$ cat src/rtl/tt3_pkg.sv
// Shared constants and the per-character decode result for the typewriter translator.
// Pure declarations; no logic, no latency, no flow control.
package tt3_pkg;

  localparam logic [5:0] TT_SPACE   = 6'd36;
  localparam logic [5:0] TT_NOPRINT = 6'd62;
  localparam logic [5:0] TT_NEWLINE = 6'd63;

  localparam logic [7:0] E_NL = 8'h15;
  localparam logic [7:0] E_SP = 8'h40;
  localparam logic [7:0] E_a  = 8'h81;
  localparam logic [7:0] E_A  = 8'hC1;
  localparam logic [7:0] E_0  = 8'hF0;

  typedef struct packed {
    logic [5:0] code;
    logic       lc;
    logic       uc;
  } tt_res_t;

  localparam tt_res_t TT_RES_IDLE = '{code: TT_NOPRINT, lc: 1'b0, uc: 1'b0};

endpackage

$ cat src/rtl/tt3_decode.sv
// EBCDIC byte to typewriter element code and case hemisphere; purely combinational.
// Zero latency, no backpressure: output follows the input byte.
module tt3_decode
  import tt3_pkg::*;
(
  input  logic [7:0] data,
  output tt_res_t    res
);

  logic [3:0] hi;
  logic [3:0] lo;
  logic       lo_1_9;

  assign hi     = data[7:4];
  assign lo     = data[3:0];
  assign lo_1_9 = (lo >= 4'd1) && (lo <= 4'd9);

  // Letter blocks share codes; hi[2] picks the upper-case rows (Cx/Dx/Ex).
  always_comb begin
    res = TT_RES_IDLE;
    if (lo_1_9 && (hi == E_a[7:4] || hi == E_A[7:4])) begin
      res.code = {2'b00, lo} - 6'd1;
      res.uc   = hi[2];
      res.lc   = ~hi[2];
    end else if (lo_1_9 && (hi == 4'h9 || hi == 4'hD)) begin
      res.code = {2'b00, lo} + 6'd8;
      res.uc   = hi[2];
      res.lc   = ~hi[2];
    end else if (lo >= 4'd2 && lo <= 4'd9 && (hi == 4'hA || hi == 4'hE)) begin
      res.code = {2'b00, lo} + 6'd16;
      res.uc   = hi[2];
      res.lc   = ~hi[2];
    end else if (hi == E_0[7:4] && lo <= 4'd9) begin
      res.code = {2'b00, lo} + 6'd26;
      res.lc   = 1'b1;
    end else begin
      case (data)
        E_SP:    res.code = TT_SPACE;
        E_NL:    res.code = TT_NEWLINE;
        8'h4B:   begin res.code = 6'd37; res.lc = 1'b1; end
        8'h6B:   begin res.code = 6'd38; res.lc = 1'b1; end
        8'h60:   begin res.code = 6'd39; res.lc = 1'b1; end
        8'h61:   begin res.code = 6'd40; res.lc = 1'b1; end
        8'h7E:   begin res.code = 6'd41; res.lc = 1'b1; end
        8'h7D:   begin res.code = 6'd42; res.lc = 1'b1; end
        8'h4D:   begin res.code = 6'd43; res.uc = 1'b1; end
        8'h5D:   begin res.code = 6'd44; res.uc = 1'b1; end
        8'h4E:   begin res.code = 6'd45; res.uc = 1'b1; end
        8'h5C:   begin res.code = 6'd46; res.uc = 1'b1; end
        default: res = TT_RES_IDLE;
      endcase
    end
  end

endmodule

$ cat src/rtl/tt3.sv
// Console typewriter translator: decoded byte through a LATENCY-deep register pipeline.
// Latency LATENCY edges; no backpressure, the pipeline advances every cycle.
module tt3
  import tt3_pkg::*;
#(
  parameter int unsigned LATENCY = 1
) (
  input  logic       i_clk,
  input  logic       i_reset,
  input  logic [7:0] i_data_reg,
  output logic [5:0] o_tt_out,
  output logic       o_lower_case_character,
  output logic       o_upper_case_character
);

  tt_res_t dec;
  tt_res_t pipe [0:LATENCY-1];

  tt3_decode u_decode (
    .data (i_data_reg),
    .res  (dec)
  );

  // Every stage clears asynchronously so in-flight characters are dropped at once.
  always_ff @(posedge i_clk or negedge i_reset) begin
    if (!i_reset) begin
      for (int i = 0; i < LATENCY; i++) pipe[i] <= TT_RES_IDLE;
    end else begin
      pipe[0] <= dec;
      for (int i = 1; i < LATENCY; i++) pipe[i] <= pipe[i-1];
    end
  end

  assign o_tt_out               = pipe[LATENCY-1].code;
  assign o_lower_case_character = pipe[LATENCY-1].lc;
  assign o_upper_case_character = pipe[LATENCY-1].uc;

endmodule

$ cat config.mk
export PLATFORM = sky130hd
export DESIGN_NAME = tt3
export DESIGN_NICKNAME = d
export VERILOG_FILES = /design/src/rtl/tt3_pkg.sv /design/src/rtl/tt3_decode.sv /design/src/rtl/tt3.sv
export SDC_FILE = /design/constraint.sdc
export NUM_CORES = 1
export LEC_CHECK = 0
export ABC_AREA = 1
export CELL_PAD_IN_SITES_DETAIL_PLACEMENT = 2
export CELL_PAD_IN_SITES_GLOBAL_PLACEMENT = 2
export CORE_ASPECT_RATIO = 1.1
export CORE_MARGIN = 2
export CORE_UTILIZATION = 30
export DETAILED_ROUTE_END_ITERATION = 8
export PLACE_DENSITY = 0.87
export RECOVER_POWER = 100
export SLEW_MARGIN = 20
export SYNTH_ARGS = -nofsm -noshare
export SYNTH_HDL_FRONTEND = slang
export SYNTH_SLANG_ARGS = --single-unit
$ cat constraint.sdc
create_clock -name i_clk -period 1.9 [get_ports i_clk]
set_clock_uncertainty 0.2 [all_clocks]
set_input_delay 0.285 -clock i_clk [delete_from_list [all_inputs] [get_ports i_clk]]
set_output_delay 0.285 -clock i_clk [all_outputs]
set_load 0.1 [all_outputs]
==> results of run 1 <==
==> synth_stat cells <==
library cell,number,area (um^2)
a21boi_1,1,7.51
a21oi_1,7,35.0
a22oi_1,1,7.51
buf_6,2,22.5
dfrtp_1,3,75.1
dfstp_2,5,131
ha_1,8,100
inv_1,11,41.3
inv_2,8,30.0
nand2_1,36,135
nand2_2,8,50.1
nand2_4,1,11.3
nand3_1,11,55.1
nand3_2,3,30.0
nand4_1,4,25.0
nor2_1,23,86.3
nor2_2,1,6.26
nor2_4,4,45.0
nor2_8,1,20.0
nor3_1,3,15.0
o211ai_1,1,7.51
o21ai_0,2,10.0
o21ai_1,3,15.0
or2_0,1,6.26
xnor2_1,1,8.76
==> what timing repair did <==
item,CTS
cloned,0
resized for setup,36
endpoints found under the setup margin,8
pin swaps,6
buffers inserted,3
endpoints found under the hold margin,0
==> stage by stage <==
| stage | setup TNS, ps | instance area (um^2) | util | cells | hold WS [ps] |
|---|---|---|---|---|---|
| CTS | 0 | 1650 | 0.537 | 234 | 108 |
| detailed placement | -4820 | 1480 | 0.481 | 227 | 380 |
| global placement | -3290 | 1480 | 0.481 | 227 | 367 |
| floorplan | 0 | 977 | - | 149 | -211 |
==> logic make-up after synthesis <==
kind of cell             count (synthesis)  share of synthesized area
AND/OR/NAND/NOR                         96                      0.497
buffers and inverters                   21                     0.0960
AO/OA/AOI/OAI                           15                     0.0845
flip-flops                               8                      0.211
adder cells (fa/ha/maj)                  8                      0.102
XOR/XNOR                                 1                    0.00896
==> results.tsv, run 1 <==
stage	metric	value	unit
run_status	outcome	stopped before the end	
run_status	haltStage	global routing (5_1_grt)	
run_status	firstError	[ERROR DPL-0033] detailed placement checks failed during check placement.	
floorplanning	start_util	0.318	
clock_tree	hold_buffers	0	
grt	grt_antenna_before_repair	0	
yosys	synth_cell_types	25	
clock_tree	clkSinkCount	8	
placed_design	place_ws	-705	ps
yosys	synth_fp_nets	167	
placed_design	hpwl	3800	um
clock_tree	numCtsBuffers	3	
yosys	syn-cell-area	977	um^2
floorplanning	die-width	58.4	um
placed_design	gp_congestion	0.896	
sta	worstEpCategory	register data pin	
clock_tree	cts_root_buffer	clkbuf_4	
yosys	ys_seq_area_frac	0.211	
floorplanning	num_io_pins	18	
floorplanning	die_y	63.9	um
clock_tree	h-tree-depth	1	
clock_tree	max-clock-path-buffers	2	
yosys	avgSynthCellArea	6.56	um^2
grt	grt_max_degree	10	
yosys	ys_warn_count	0	
placed_design	port_buffers	17	
yosys	ys_seq_elements	8	
sta	crit_endpoint	o_tt_out[4]$_DFF_PN1_/D	
yosys	netlist_instances	149	
floorplanning	rows	21	
==> run 2, diff against run 1 <==
--- a/config.mk
+++ b/config.mk
@@ -6,13 +6,10 @@
 export NUM_CORES = 1
 export LEC_CHECK = 0
 export ABC_AREA = 1
-export CELL_PAD_IN_SITES_DETAIL_PLACEMENT = 2
-export CELL_PAD_IN_SITES_GLOBAL_PLACEMENT = 2
-export CORE_ASPECT_RATIO = 1.1
 export CORE_MARGIN = 2
-export CORE_UTILIZATION = 30
+export CORE_UTILIZATION = 25
 export DETAILED_ROUTE_END_ITERATION = 8
-export PLACE_DENSITY = 0.87
+export PLACE_DENSITY_LB_ADDON = 0.15
 export RECOVER_POWER = 100
 export SLEW_MARGIN = 20
 export SYNTH_ARGS = -nofsm -noshare
==> run 2 against run 1 <==
Net effect:
- the run now ends clean
- synthesized cell count unchanged
- area after synthesis is the same
==> results.tsv, run 2 <==
stage	metric	value	unit
layout	diodes	0	
yosys	ys_seq_elements	8	
grt	grt_antenna_before_repair	0	
clock_tree	clkSinkCount	8	
placed_design	gp_congestion	0.866	
floorplanning	fp.coreArea	3720	um^2
sta	max_freq	545	MHz
drt	first_pass_iters	4	
floorplanning	start_util	0.263	
sta	worstMarginPinSlew	548	ps
drt	drc_errors	0	
sta	holdWs	209	ps
floorplanning	rows	22	
yosys	netlist.area_leader.share	0.138	
setup_path	cp_max_fo	5	
layout	fin_nets	222	
yosys	async_flop_share	1.00	
drt	antenna_left	0	
grt	grt_pass1_vias	1161	
sta	drv_slew	0	
yosys	yosysMostFrequentCell	nand2_1	
layout	num-fill-cells	396	
setup_path	arrival	1730	ps
setup_path	crit_type	in -> reg	
setup_path	path_cells	dlygate4sd2_1, inv_4, ha_4, nand2_1, nor2_2, nand2_2, nand4_1, buf_4, nand3_4, o21ai_1, o21ai_1	
floorplanning	die_y	66.5	um
power	ir_worst_vdd	150	uV
setup_path	cp-end-kind	flip-flop	
placed_design	port_buffers	17	
grt	grt_max_degree	9	
yosys	ys_seq_area_frac	0.211	
yosys	synth-edff-count	0	
clock_tree	hold_buffers	0	
power	leakage	0.823	nW
layout	final_cell_mix	nand2_1, buf_4, nor2_1	
run	drv_cap	0	
clock_tree	h-tree-depth	1	
power	p_per_area	486	nW/um^2
drt	drtIter0Drc	23	
placed_design	place_inst	246	
layout	final_common_cell	nand2_1	
drt	drt_wl_total	3000	um
sta	fin_tns_setup	0	ps
layout	final_cells	251	
drt	via_per_inst	4.51	
sta	finalSetupViolCount	0	
grt	grt_first_pass_wirelength	4970	um
setup_path	worstPathRequired	1800	ps
yosys	ys_warn_count	0	
yosys	synth_fp_nets	167	
placed_design	hpwl	2550	um
run_status	outcome	complete, no violations	
yosys	synth_top_area_cell	nand2_1	
grt	grt-ovfl-total	0	
layout	postLayoutCoreUtil	0.418	
power	p_total	0.755	mW
yosys	synthTopCellsByCount	nand2_1, nor2_1, inv_1, nand3_1	
setup_path	crit_top_cell	o21ai_1	
clock_tree	numCtsBuffers	3	
clock_tree	max-clock-path-buffers	2	
yosys	synthFlopType	dfstp_2	
worst_hold_path	holdCritPathClass	in -> async	
sta	relSlewSlack	0.636	
yosys	synth_area_leaders	nand2_1, dfstp_2, ha_1	
sta	fin_crit	1830	ps
layout	drive_gt1_frac	0.473	
yosys	syn-cell-area	977	um^2
setup_path	slowest_delay	280	ps
drt	vias	1131	
yosys	avgSynthCellArea	6.56	um^2
floorplanning	num_io_pins	18	
layout	largest_reg_flops	6	
setup_path	crit_slowest_cell	dlygate4sd2_1	
layout	area_growth	59.0	%
clock_tree	cts.clk_slew.worst_paths	40	ps
grt	grt_usage	0.147	
drt	wl_per_cell	11.9	um
clock_tree	cts_root_buffer	clkbuf_8	
yosys	netlist_instances	149	
sta	hold_viol	0	
clock_tree	cts_tree	built	
floorplanning	die-width	66.5	um
floorplanning	die_area	4420	um^2
yosys	synth_cell_types	25	
sta	min_period_over_period	0.965	
setup_path	startpoint_type	input port	
[run 2: cell counts after synthesis]
Identical to the previous run, type by type.
[run 2: routing by layer]
layer / share of wire / track usage / vias up
met4: 0.0090 / 0.0587 / 0
met2: 0.50 / 0.266 / 23
met1: 0.45 / 0.171 / 518
met5: 0 / 0 / -
li1: - / - / 586
met3: 0.039 / 0.0203 / 4
[run 2: cells by family (layout without fill, tap and decap cells)]
kind of cell / count (synthesis) / count (layout) / synth area share
buf+inv: 21 / 75 / 0.0960
compound gates: 15 / 15 / 0.0845
flops: 8 / 8 / 0.211
simple gates: 96 / 96 / 0.497
fa+ha+maj: 8 / 8 / 0.102
xor+xnor: 1 / 1 / 0.00896
[run 2: through the flow]
stage | setup slack, ps | area (um^2)
floorplan | 221 | 977
global placement | -511 | 1520
detailed placement | -520 | 1520
CTS | 43.2 | 1620
global route | -13.9 | 1550
finish | 65.8 | 1550
[run 2: area by class of cell]
class                      instances  area (um^2)  share of cell area
multi-input combinational        120          772               0.497
timing repair buffer              52          397               0.255
inverter                          19         73.8              0.0475
sequential                         8          206               0.133
clock buffer                       4         45.0              0.0290
tap                               48         60.1              0.0386
[run 2: final timing paths]
kind                                from                    end  slack (ps)  cells after the start
worst max-delay path       i_data_reg[1]  o_tt_out[0]$_DFF_PN0_          70                     11
worst min-delay path             i_reset  o_tt_out[0]$_DFF_PN0_         210                      1
max in group asynchronous        i_reset  o_tt_out[4]$_DFF_PN1_         990                      1
min in group i_clk         i_data_reg[0]  o_tt_out[0]$_DFF_PN0_         270                      3
[run 2: what timing repair did]
item | in CTS | in global routing
pin swaps | 6 | 3
setup buffers | 0 | 1
gates resized for setup | 21 | 14
endpoints found under the setup margin | 8 | 7
[run 2: power breakdown]
| part | internal (mW) | total (mW) | leakage, nW | switching, mW |
|---|---|---|---|---|
| logic | 0.103 | 0.347 | 0.708 | 0.244 |
| registers | 0.195 | 0.199 | 0.0923 | 0.00381 |
| clock network | 0.145 | 0.209 | 0.0228 | 0.0642 |
| total | 0.443 | 0.755 | 0.823 | 0.312 |
[run 2: critical path, delay by kind of cell]
family	cells	cell delay, ps
buffers and inverters	3	550
and+or+nand+nor	5	520
adders and majority gates	1	150
AOI/OAI and AO/OA	2	220
Power figures use the tool's default switching activity.
